$ cat src/rtl/stepper_sysid_reader.sv
// Avalon-MM read master that fetches the system-ID word (0) and build timestamp (1)
// and checks them against expected values for the stepper motor control logic.
`timescale 1ns/1ps
module stepper_sysid_reader #(
  parameter logic [31:0] EXPECTED_ID  = 32'h0400_0000,
  parameter logic [31:0] EXPECTED_TS  = 32'h5459_4CF2,
  parameter bit          CHECK_TS     = 1'b1,
  parameter int unsigned READ_LATENCY = 0,
  parameter int unsigned TIMEOUT      = 255,
  parameter bit          AUTO_START   = 1'b1
) (
  input  logic        clock,
  input  logic        reset_n,
  input  logic        start,
  output logic        avm_address,
  output logic        avm_read,
  input  logic        avm_waitrequest,
  input  logic [31:0] avm_readdata,
  output logic        busy,
  output logic        done,
  output logic        id_ok,
  output logic        ts_ok,
  output logic        timed_out,
  output logic [31:0] id_value,
  output logic [31:0] ts_value
);

  localparam int unsigned STALL_W  = $clog2(TIMEOUT + 1);
  localparam int unsigned LAT_W    = 2;
  localparam int unsigned LAT_LAST = (READ_LATENCY == 0) ? 0 : READ_LATENCY - 1;

  typedef enum logic [2:0] {
    S_IDLE, S_RD_ID, S_WAIT_ID, S_RD_TS, S_WAIT_TS, S_DONE
  } state_t;

  state_t               r_state, w_state;
  logic                 r_auto, w_auto;
  logic                 r_read, w_read;
  logic                 r_addr, w_addr;
  logic                 r_busy, w_busy;
  logic                 r_done, w_done;
  logic                 r_id_ok, w_id_ok;
  logic                 r_ts_ok, w_ts_ok;
  logic                 r_timed_out, w_timed_out;
  logic [31:0]          r_id_value, w_id_value;
  logic [31:0]          r_ts_value, w_ts_value;
  logic [STALL_W-1:0]   r_stall, w_stall;
  logic [LAT_W-1:0]     r_lat, w_lat;

  logic w_launch, w_accept, w_stall_hit, w_id_match, w_ts_match;

  assign w_launch    = start | r_auto;
  assign w_accept    = r_read & ~avm_waitrequest;
  assign w_stall_hit = r_read & avm_waitrequest & ((32'(r_stall) + 32'd1) >= TIMEOUT);
  assign w_id_match  = (avm_readdata == EXPECTED_ID);
  assign w_ts_match  = CHECK_TS ? (avm_readdata == EXPECTED_TS) : 1'b1;

  // Next-state and next-output logic; every output is a register fed from here.
  always_comb begin
    w_state     = r_state;
    w_auto      = 1'b0;
    w_read      = r_read;
    w_addr      = r_addr;
    w_busy      = r_busy;
    w_done      = r_done;
    w_id_ok     = r_id_ok;
    w_ts_ok     = r_ts_ok;
    w_timed_out = r_timed_out;
    w_id_value  = r_id_value;
    w_ts_value  = r_ts_value;
    w_stall     = r_stall;
    w_lat       = r_lat;

    // Stall accounting shared by both read phases; a stalled timeout aborts the sequence.
    if ((r_state == S_RD_ID || r_state == S_RD_TS) && r_read) begin
      if (w_accept) begin
        w_stall = '0;
      end else if (w_stall_hit) begin
        w_read      = 1'b0;
        w_stall     = '0;
        w_busy      = 1'b0;
        w_done      = 1'b1;
        w_timed_out = 1'b1;
        w_state     = S_DONE;
      end else if (32'(r_stall) < TIMEOUT) begin
        w_stall = r_stall + STALL_W'(1);
      end
    end

    case (r_state)
      S_IDLE, S_DONE: begin
        if (w_launch) begin
          w_done      = 1'b0;
          w_id_ok     = 1'b0;
          w_ts_ok     = 1'b0;
          w_timed_out = 1'b0;
          w_busy      = 1'b1;
          w_read      = 1'b1;
          w_addr      = 1'b0;
          w_stall     = '0;
          w_lat       = '0;
          w_state     = S_RD_ID;
        end
      end
      S_RD_ID: begin
        if (w_accept) begin
          w_read = 1'b0;
          if (READ_LATENCY == 0) begin
            w_id_value = avm_readdata;
            w_id_ok    = w_id_match;
            w_state    = S_RD_TS;
          end else begin
            w_lat   = '0;
            w_state = S_WAIT_ID;
          end
        end
      end
      S_WAIT_ID: begin
        if (32'(r_lat) == LAT_LAST) begin
          w_id_value = avm_readdata;
          w_id_ok    = w_id_match;
          w_lat      = '0;
          w_read     = 1'b1;
          w_addr     = 1'b1;
          w_state    = S_RD_TS;
        end else begin
          w_lat = r_lat + LAT_W'(1);
        end
      end
      S_RD_TS: begin
        // With zero latency this state is entered with read low, giving the mandatory gap cycle.
        if (!r_read) begin
          w_read = 1'b1;
          w_addr = 1'b1;
        end else if (w_accept) begin
          w_read = 1'b0;
          if (READ_LATENCY == 0) begin
            w_ts_value = avm_readdata;
            w_ts_ok    = w_ts_match;
            w_busy     = 1'b0;
            w_done     = 1'b1;
            w_state    = S_DONE;
          end else begin
            w_lat   = '0;
            w_state = S_WAIT_TS;
          end
        end
      end
      S_WAIT_TS: begin
        if (32'(r_lat) == LAT_LAST) begin
          w_ts_value = avm_readdata;
          w_ts_ok    = w_ts_match;
          w_lat      = '0;
          w_busy     = 1'b0;
          w_done     = 1'b1;
          w_state    = S_DONE;
        end else begin
          w_lat = r_lat + LAT_W'(1);
        end
      end
      default: w_state = S_IDLE;
    endcase
  end

  always_ff @(posedge clock or negedge reset_n) begin
    if (!reset_n) begin
      r_state     <= S_IDLE;
      r_auto      <= AUTO_START;
      r_read      <= 1'b0;
      r_addr      <= 1'b0;
      r_busy      <= 1'b0;
      r_done      <= 1'b0;
      r_id_ok     <= 1'b0;
      r_ts_ok     <= 1'b0;
      r_timed_out <= 1'b0;
      r_id_value  <= '0;
      r_ts_value  <= '0;
      r_stall     <= '0;
      r_lat       <= '0;
    end else begin
      r_state     <= w_state;
      r_auto      <= w_auto;
      r_read      <= w_read;
      r_addr      <= w_addr;
      r_busy      <= w_busy;
      r_done      <= w_done;
      r_id_ok     <= w_id_ok;
      r_ts_ok     <= w_ts_ok;
      r_timed_out <= w_timed_out;
      r_id_value  <= w_id_value;
      r_ts_value  <= w_ts_value;
      r_stall     <= w_stall;
      r_lat       <= w_lat;
    end
  end

  assign avm_read    = r_read;
  assign avm_address = r_addr;
  assign busy        = r_busy;
  assign done        = r_done;
  assign id_ok       = r_id_ok;
  assign ts_ok       = r_ts_ok;
  assign timed_out   = r_timed_out;
  assign id_value    = r_id_value;
  assign ts_value    = r_ts_value;

endmodule

$ cat config.mk
export PLATFORM = sky130hd
export DESIGN_NAME = stepper_sysid_reader
export DESIGN_NICKNAME = d
export VERILOG_FILES = /design/src/rtl/stepper_sysid_reader.sv
export SDC_FILE = /design/constraint.sdc
export NUM_CORES = 1
export LEC_CHECK = 0
export BUFFER_PORTS_ARGS = -buffer_cell sky130_fd_sc_hd__buf_4
export CELL_PAD_IN_SITES_DETAIL_PLACEMENT = 1
export CELL_PAD_IN_SITES_GLOBAL_PLACEMENT = 1
export CORE_AREA = 10 10 145 107
export DETAILED_ROUTE_END_ITERATION = 8
export DIE_AREA = 0 0 155 117
export GPL_TIMING_DRIVEN = 0
export PLACE_DENSITY_LB_ADDON = 0.05
export REMOVE_ABC_BUFFERS = 1
export SLEW_MARGIN = 20
export SYNTH_ARGS = -nofsm -noshare
export SYNTH_HDL_FRONTEND = slang
export SYNTH_SLANG_ARGS = --single-unit
export TNS_END_PERCENT = 50
$ cat constraint.sdc
create_clock -name clock -period 3.1 [get_ports clock]
set_input_delay 0.31 -clock clock [delete_from_list [all_inputs] [get_ports clock]]
set_output_delay 0.31 -clock clock [all_outputs]
set_load 0.05 [all_outputs]
Yosys cells after proc, flatten, opt, wreduce, memory -nomap -nowiden
Index checks and enable logic that the tools add are counted.
Storage, ports and cells
  memories kept: 0
  logic and storage cells: 119
  memory bits (read-only): 0
  bits in latches: 0
  register bits after elaboration: 85
  input bits: 36
  RAM bits: 0
  output and inout port bits: 71
Cells by class
  multipliers: 0
  $lt $le $gt $ge: 2
  reductions and logical operators: 18
  divide/modulo/power cells: 0
  bitwise logic cells: 5
  add/subtract/negate cells: 3
  equality and inequality tests: 14
  multiplexer cells: 64
  shift operators: 0
Operators by type and width (count)
  $pmux 32 s2: 2
  $mux 32: 3
  $mux 8: 6
  $mux 1: 34
  $eq 32x27->1 const B: 1
  $eq 32x31->1 const B: 1
  $mux 3: 9
  $pmux 1 s3: 5
  $pmux 3 s5: 1
  $ne 2x2->1 const B: 7
  $reduce_and 4->1: 3
  $add 8x1->9 const B: 1
  $ge 9x8->1 const B: 1
  $reduce_bool 3->1: 3
  $add 8x1->8 const B: 1
  $lt 8x8->1 const B: 1
  $eq 3x2->1 const B: 2
  $eq 3x3->1 const B: 2
  $reduce_bool 2->1: 3
  $reduce_and 5->1: 1
  $mux 2: 2
  $pmux 1 s4: 1
  $pmux 2 s2: 1
  $reduce_or 2->1: 2
  11 further kinds: 13

Longest topological paths before layout
Gate-level depths: netlist of the first run.
  depth in word-level cells: 9
  depth in mapped cells: 8

Worst setup path after synthesis of the first run
No wires, ideal clock.
  path type: register -> register
  from: reg r_read, in the netlist avm_read
  to: reg r_id_value[10], in the netlist id_value[10]
  clock period less this slack: 2.120 ns
  setup slack: 0.980 ns
  buffers on the path: 2
  data required time: 2.975 ns
  arrival: 1.995 ns
  setup time: 0.125 ns
  stages on the path, launching flop included: 8
  cell sequence: dfrtp_1 buf_4 nor2b_1 nand2_1 o22a_1 nor2_2 buf_4 mux2_2
Between the ends
  longest elaborated chain between the ends: 3
Ends and longest elaborated chain
  start, declared: line 38  | logic r_read, w_read;
  start signal, assigned: line 183  | r_read <= w_read;
  $and 1x1->1: line 53  | assign w_accept = r_read & ~avm_waitrequest;
  $ne 2x2->1 (no line)
  $reduce_and 3->1 (no line)
  end signal, assigned: line 190  | r_id_value <= w_id_value;
  end, declared: line 45  | logic [31:0] r_id_value, w_id_value;
No other way between the ends.
A chain may end at the register's enable or synchronous reset.

Worst setup path after layout of the first run
  from: reg r_read, in the netlist avm_read
  to: reg r_id_value[8], in the netlist id_value[8]
The elaborated chain is that of the path after synthesis.

==> results.json, run 1 <==
{
  "cts.path.max_buffers": 2,
  "drive_gt1_frac": 0.4590,
  "synth-simple-area-share": 0.1028,
  "switchingPower_mw": 3.178,
  "clock_skew_ps": 8.990,
  "clock_latency_ps": 340,
  "drv_cap": 0,
  "synthXorXnorAreaFrac": 0.01362,
  "clock-sinks": 85,
  "grt_overflow_total": 0,
  "drtAntennaViolNets": 0,
  "intPower_mw": 3.511,
  "diodes": 0,
  "maxSlewViolCount": 0,
  "grt_usage": 0.1301,
  "grt_pass1_wl_mm": 18.75,
  "multi_input_area_um2": 1593,
  "power.total_mw": 6.688,
  "synth_mux_area_frac": 0.1894,
  "synthCells": 313,
  "n_fill_cell": 1389,
  "netlist.area_leader.share": 0.5449,
  "fin_crit_sh": 0.7747,
  "utilization": 0.4030,
  "period_minus_slack_ps": 2401,
  "path_max_fanout": 18,
  "drt_iter0_drc": 148,
  "grt_max_degree": 86,
  "post-cts-setup-buffers": 0,
  "setup_violations": 0,
  "fin_setup_tns_ps": 0,
  "fin_ws_ps": 698.6,
  "vias_per_cell": 4.922,
  "hp-class": "primary input to asynchronous set/reset pin",
  "wire_per_inst_um": 19.66,
  "worstPathArrival_ps": 2620,
  "io_pins": 107,
  "hold_viol": 0,
  "firstDrtPassIters": 4,
  "place.gp.congestion": 0.7749,
  "async_flop_share": 1.000,
  "initial_core_util": 0.3006,
  "cellLeakagePower_nw": 2.298,
  "outcome": "completed",
  "yosysSeqAreaShare": 0.5517,
  "tightestPinTransition_ps": 811.0,
  "power_density_nw_per_um2": 1293,
  "die_h_um": 117,
  "core_um2": 12830,
  "clkPwrFrac": 0.177,
  "synth_top_area_cell": "dfrtp_1",
  "p_comb_frac": 0.537,
  "regArea_um2": 2128,
  "pre_cts_slack_ps": 670.6,
  "tritoncts": "built",
  "grt_pass1_vias": 3254,
  "clock.fmax_ghz": 0.4164,
  "avgSynthCellArea_um2": 12.32,
  "synthAdderAreaFrac": 0.01297,
  "path_class": "flip-flop to flip-flop",
  "dr_total_vias": 2919,
  "fp.dieW_um": 155,
  "required_ps": 3320,
  "clk_pin_slew_worst_paths_ps": 70,
  "num_rows": 35,
  "drc_errors": 0,
  "startpoint_type": "flip-flop",
  "hold_slack_ps": 26.38,
  "portBuffers": 106,
  "cts_buffers": 9,
  "critPathCaptureType": "flip-flop",
  "swShare": 0.4751,
  "netlist-cell-type-count": 50,
  "relSlewSlack": 0.4593,
  "hpwl_mm": 8.751,
  "netlist_area_um2": 3857,
  "synth_compound_area_frac": 0.09179,
  "antenna_found_initial": 0,
  "htreeDepth": 3,
  "synth_area_leaders": "dfrtp_1 (54%), mux2_2 (18%), nand2_1 (2.3%), o21ai_0 (1.9%), nor2_1 (1.6%)",
  "ys_warn_count": 0,
  "clock-root-buffer": "clkbuf_16",
  "rsz0062_at_grt": "no",
  "holdBufCountCts": 0,
  "die_area_um2": 18140,
  "synth_edf_count": 0,
  "cts_resized": 0,
  "nets": 462,
  "r2r_setup_slack_ps": 700,
  "synth_ff_type": "dfrtp_1",
  "p_seq_frac": 0.286,
  "area_delta_synth_final_pct": 34.06,
  "wl_mm": 11.66,
  "ys_ff_latch": 85,
  "synth_top_family_by_area": "multiplexers",
  "max-vdd-ir-drop_mv": 0.5589
}
==> power by group through the flow <==
stage | Sequential, mW | Clock (mW) | Combinational, mW
6_report | 1.91 | 1.19 | 3.59
5_1_grt | 2.00 | 1.27 | 3.80
4_1_cts | 1.92 | 1.22 | 3.64
3_5_place_dp | 1.94 | 0 | 3.64
3_3_place_gp | 1.91 | 0 | 3.56
2_1_floorplan | 3.47 | 0 | 0.840
==> state kept, by name (all words and copies together), names as in the netlist <==
name,cells
r_state,3
r_lat,2
done,1
timed_out,1
r_stall,8
busy,1
id_ok,1
ts_value,32
ts_ok,1
avm_read,1
avm_address,1
id_value,32
r_auto,1
==> worst max-delay path, stage by stage (launching register included) <==
cell	delay, ps
dfrtp_1	560
nor2b_1	260
nand2_1	160
o22a_1	260
nor2_4	460
buf_16	240
mux2_2	350
==> final timing paths <==
kind,to,cells past startpoint,startpoint
worst max-delay path,id_value[8]$_DFFE_PN0P_,6,avm_read$_DFF_PN0_
worst min-delay path,ts_value[20]$_DFFE_PN0P_,1,reset_n
worst max register to register,id_value[8]$_DFFE_PN0P_,6,avm_read$_DFF_PN0_
worst min register to register,id_value[5]$_DFFE_PN0P_,1,id_value[5]$_DFFE_PN0P_
max in group asynchronous,id_value[12]$_DFFE_PN0P_,1,reset_n
min in group clock,ts_value[12]$_DFFE_PN0P_,2,avm_readdata[12]
==> through the flow <==
step,std cells,area (um2)
detailed placement,577,4847
CTS,593,5171
global placement,574,4768
finish,593,5171
global route,593,5171
floorplan,302,3765
==> layout make-up <==
cell class                      count  share of cell area
Sequential cell                    85              0.4116
Multi-Input combinational cell    204              0.3080
Timing Repair Buffer              109              0.1682
Clock buffer                        9             0.04355
Tap cell                          166             0.04016
Clock inverter                      7             0.01911
Inverter                           13            0.009436
==> routing by layer <==
layer  up-vias  global-route usage  routed length (um)
met5         -                   0                   0
met4         0             0.03013                  61
met3         4             0.06499                1157
met2        84              0.1965                5298
met1      1478              0.1632                5140
li1       1353                   -                   -
==> synthesized netlist by cell type, types with 2 or more instances <==
library cell	instances
dfrtp_1	84
mux2_2	63
nand2_1	24
nor2_1	16
o21ai_0	15
inv_1	12
buf_4	7
nor3_1	7
a21oi_1	6
nand3_1	6
nand4_1	5
nor4_1	5
o21ai_1	5
and3_1	4
ha_1	4
xnor2_1	4
o32ai_1	3
or3_1	3
a211o_1	2
a211oi_1	2
a222oi_1	2
buf_6	2
nor2_2	2
nor2b_1	2
or4_1	2
xor2_1	2
==> cell usage in the layout, fill, tap and decap left out, drive strengths merged, types with 2 or more instances in the layout <==
cell and n:
a31oi 2, xor2 2, clkinv 4, or4 3, or3 3, nand3 6
nor2 18, nand4 5, o2111a 2, a21oi 6, clkbuf 9, a211oi 2
buf 109, bufinv 2, inv 14, nor2b 2, and3 4, nor4 5
a211o 2, a222oi 2, xnor2 4, ha 4, dfrtp 84, o32ai 3
nand2 24, nor3 7, mux2 64, o21ai 20
==> cell families (layout without fill, tap and decap cells) <==
kind of cell | after synthesis | after routing
xor+xnor | 6 | 6
compound gates | 48 | 48
other cells | 1 | 1
flops | 85 | 85
mux | 65 | 65
simple gates | 80 | 80
buf+inv | 24 | 138
fa+ha+maj | 4 | 4
(Power assumes the default switching activity.)
==> inputs of run 2 (changes only) <==
==> constraint.sdc (replaced) <==
create_clock -name clock -period 2.2 [get_ports clock]
set_input_delay 0.22 -clock clock [delete_from_list [all_inputs] [get_ports clock]]
set_output_delay 0.22 -clock clock [all_outputs]
set_load 0.05 [all_outputs]
==> run 2 against run 1 <==
Compared with the run above: via count grew 0.38%; global-route usage up 0.13 points; non-clock buffer count grew 4; first-iteration DRC count unchanged; utilization is 0.59 points higher; worst hold slack improved by 100 ps; die area stayed put; sequential cell count stayed put.
==> results.json, run 2 (synthesis gave the netlist of run 1 again) <==
{
  "clock_skew_ps": 9.247,
  "antenna_found_initial": 0,
  "wire_per_inst_um": 19.74,
  "firstDrtPassIters": 6,
  "worstReg2RegStart": "r_stall[0]$_DFF_PN0_",
  "placedCellCount": 577,
  "startpoint": "r_stall[0]$_DFF_PN0_",
  "wl_mm": 11.79,
  "reg2reg_depth": 8,
  "tritoncts": "built",
  "power_density_nw_per_um2": 1810,
  "core_um2": 12830,
  "hp-class": "primary input to flip-flop",
  "cts_buffers": 9,
  "drtAntennaViolNets": 0,
  "grt_pass1_vias": 3292,
  "busiest_layer": "met2",
  "place.gp.congestion": 0.7749,
  "crit_end": "r_stall[3]$_DFF_PN0_",
  "startpoint_type": "flip-flop",
  "clock_latency_ps": 340,
  "clock.fmax_ghz": 0.4925,
  "fin_crit_sh": 0.9229,
  "use_met1": 0.1645,
  "power.total_mw": 9.496,
  "period_minus_slack_ps": 2030,
  "cpMaxStageDelayCell": "dfrtp_2",
  "required_ps": 2440,
  "diodes": 0,
  "clock-root-buffer": "clkbuf_16",
  "grt_overflow_total": 0,
  "dr_total_vias": 2930,
  "r2r_setup_slack_ps": 170,
  "max-vdd-ir-drop_mv": 0.7877,
  "grt_pass1_wl_mm": 18.93,
  "layout_commonest_cell": "buf_4",
  "clock-sinks": 85,
  "die_h_um": 117,
  "cellLeakagePower_nw": 2.316,
  "fin_setup_tns_ps": 0,
  "grt_max_degree": 86,
  "cp_top_family": "compound AO/OA/AOI/OAI gates",
  "die_area_um2": 18140,
  "path_max_fanout": 7,
  "cp_slowest_stage_delay_ps": 420,
  "initial_core_util": 0.3006,
  "drc_errors": 0,
  "worstPathArrival_ps": 2270,
  "path_class": "flip-flop to flip-flop",
  "setup_violations": 0,
  "drv_cap": 0,
  "grt.met3_usage": 0.06499,
  "io_pins": 107,
  "outcome": "completed",
  "clk_pin_slew_worst_paths_ps": 70,
  "portBuffers": 106,
  "nets": 466,
  "grt_usage": 0.1315,
  "num_rows": 35,
  "grt_use_met2": 0.1997,
  "area_delta_synth_final_pct": 36.00,
  "r2r_end": "r_stall[3]$_DFF_PN0_",
  "htreeDepth": 3,
  "hold_slack_ps": 127.9,
  "hold_viol": 0,
  "cts.path.max_buffers": 2,
  "tightestPinTransition_ps": 817.9,
  "layout_common_cells": "buf_4 (107), dfrtp_1 (80), mux2_2 (63), nand2_1 (24), nor2_1 (16)",
  "maxSlewViolCount": 0,
  "final_cells": 597,
  "path_buf_inv": 2,
  "critPathCaptureType": "flip-flop",
  "vias_per_cell": 4.908,
  "relSlewSlack": 0.4547,
  "fp.dieW_um": 155,
  "path_cells": "inv_1 -> ha_1 -> nor2_1 -> o211ai_1 -> nor4_2 -> buf_4 -> o2111a_2 -> o32ai_1",
  "hpwl_mm": 8.751,
  "rsz0062_at_grt": "no",
  "drive_gt1_frac": 0.4826,
  "drt_iter0_drc": 148,
  "crit_cells": 8
}
run 2: cell types whose count changed in the layout (fill, tap and decap cells not counted), sizes merged:
cell,change
dlygate4sd3,+1
buf,+3
run 2: worst min-delay path by stage:
stage | from | endpoint | depth (start not counted)
floorplan | reset_n | avm_address$_DFFE_PN0P_ | 0
global placement | avm_readdata[8] | ts_value[8]$_DFFE_PN0P_ | 2
finish | avm_readdata[12] | ts_value[12]$_DFFE_PN0P_ | 2
CTS | avm_readdata[21] | ts_value[21]$_DFFE_PN0P_ | 2
detailed placement | reset_n | ts_value[20]$_DFFE_PN0P_ | 1
global route | avm_readdata[8] | ts_value[8]$_DFFE_PN0P_ | 2
run 2: metrics by stage:
stage               setup slack (ps)  instance area, um2    util
finish                         169.6                5246  0.4089
detailed placement            -229.4                4847  0.3778
global placement               -1011                4768  0.3716
CTS                            59.51                5216  0.4065
global route                   40.87                5246  0.4089
floorplan                     -460.4                3765       -
run 2: area by class of cell:
cell class / instances / area, um2
sequential: 85 / 2133
fill: 1387 / 7585
multi-input combinational: 204 / 1618
tap: 166 / 207.7
timing repair buffer: 113 / 914.6
clock buffer: 9 / 225.2
inverter: 13 / 48.80
clock inverter: 7 / 98.84
run 2: worst register-to-register path, stage by stage, from the launching register on:
cell and delay (ps):
dfrtp_2 420, inv_1 60, ha_1 300, nor2_1 40, o211ai_1 260, nor4_2 90
buf_4 160, o2111a_2 320, o32ai_1 280
run 2: routing by layer:
metal / routed length (um) / vias up
met5: 0 / -
met2: 5288 / 74
met1: 5290 / 1484
met3: 1102 / 9
li1: - / 1363
met4: 105 / 0
run 2: what timing repair did:
action / in CTS / in global routing
hold buffers: 1 / 0
hold endpoints to repair: 46 / 0
pin swaps: 1 / 1
buffers inserted: 2 / 1
endpoints found under the setup margin: 71 / 77
resized for setup: 2 / 8
run 2: report_power, final:
part,switching (mW),internal (mW)
Combinational,3.37,1.74
Sequential,0.462,2.25
Clock,0.672,1.00
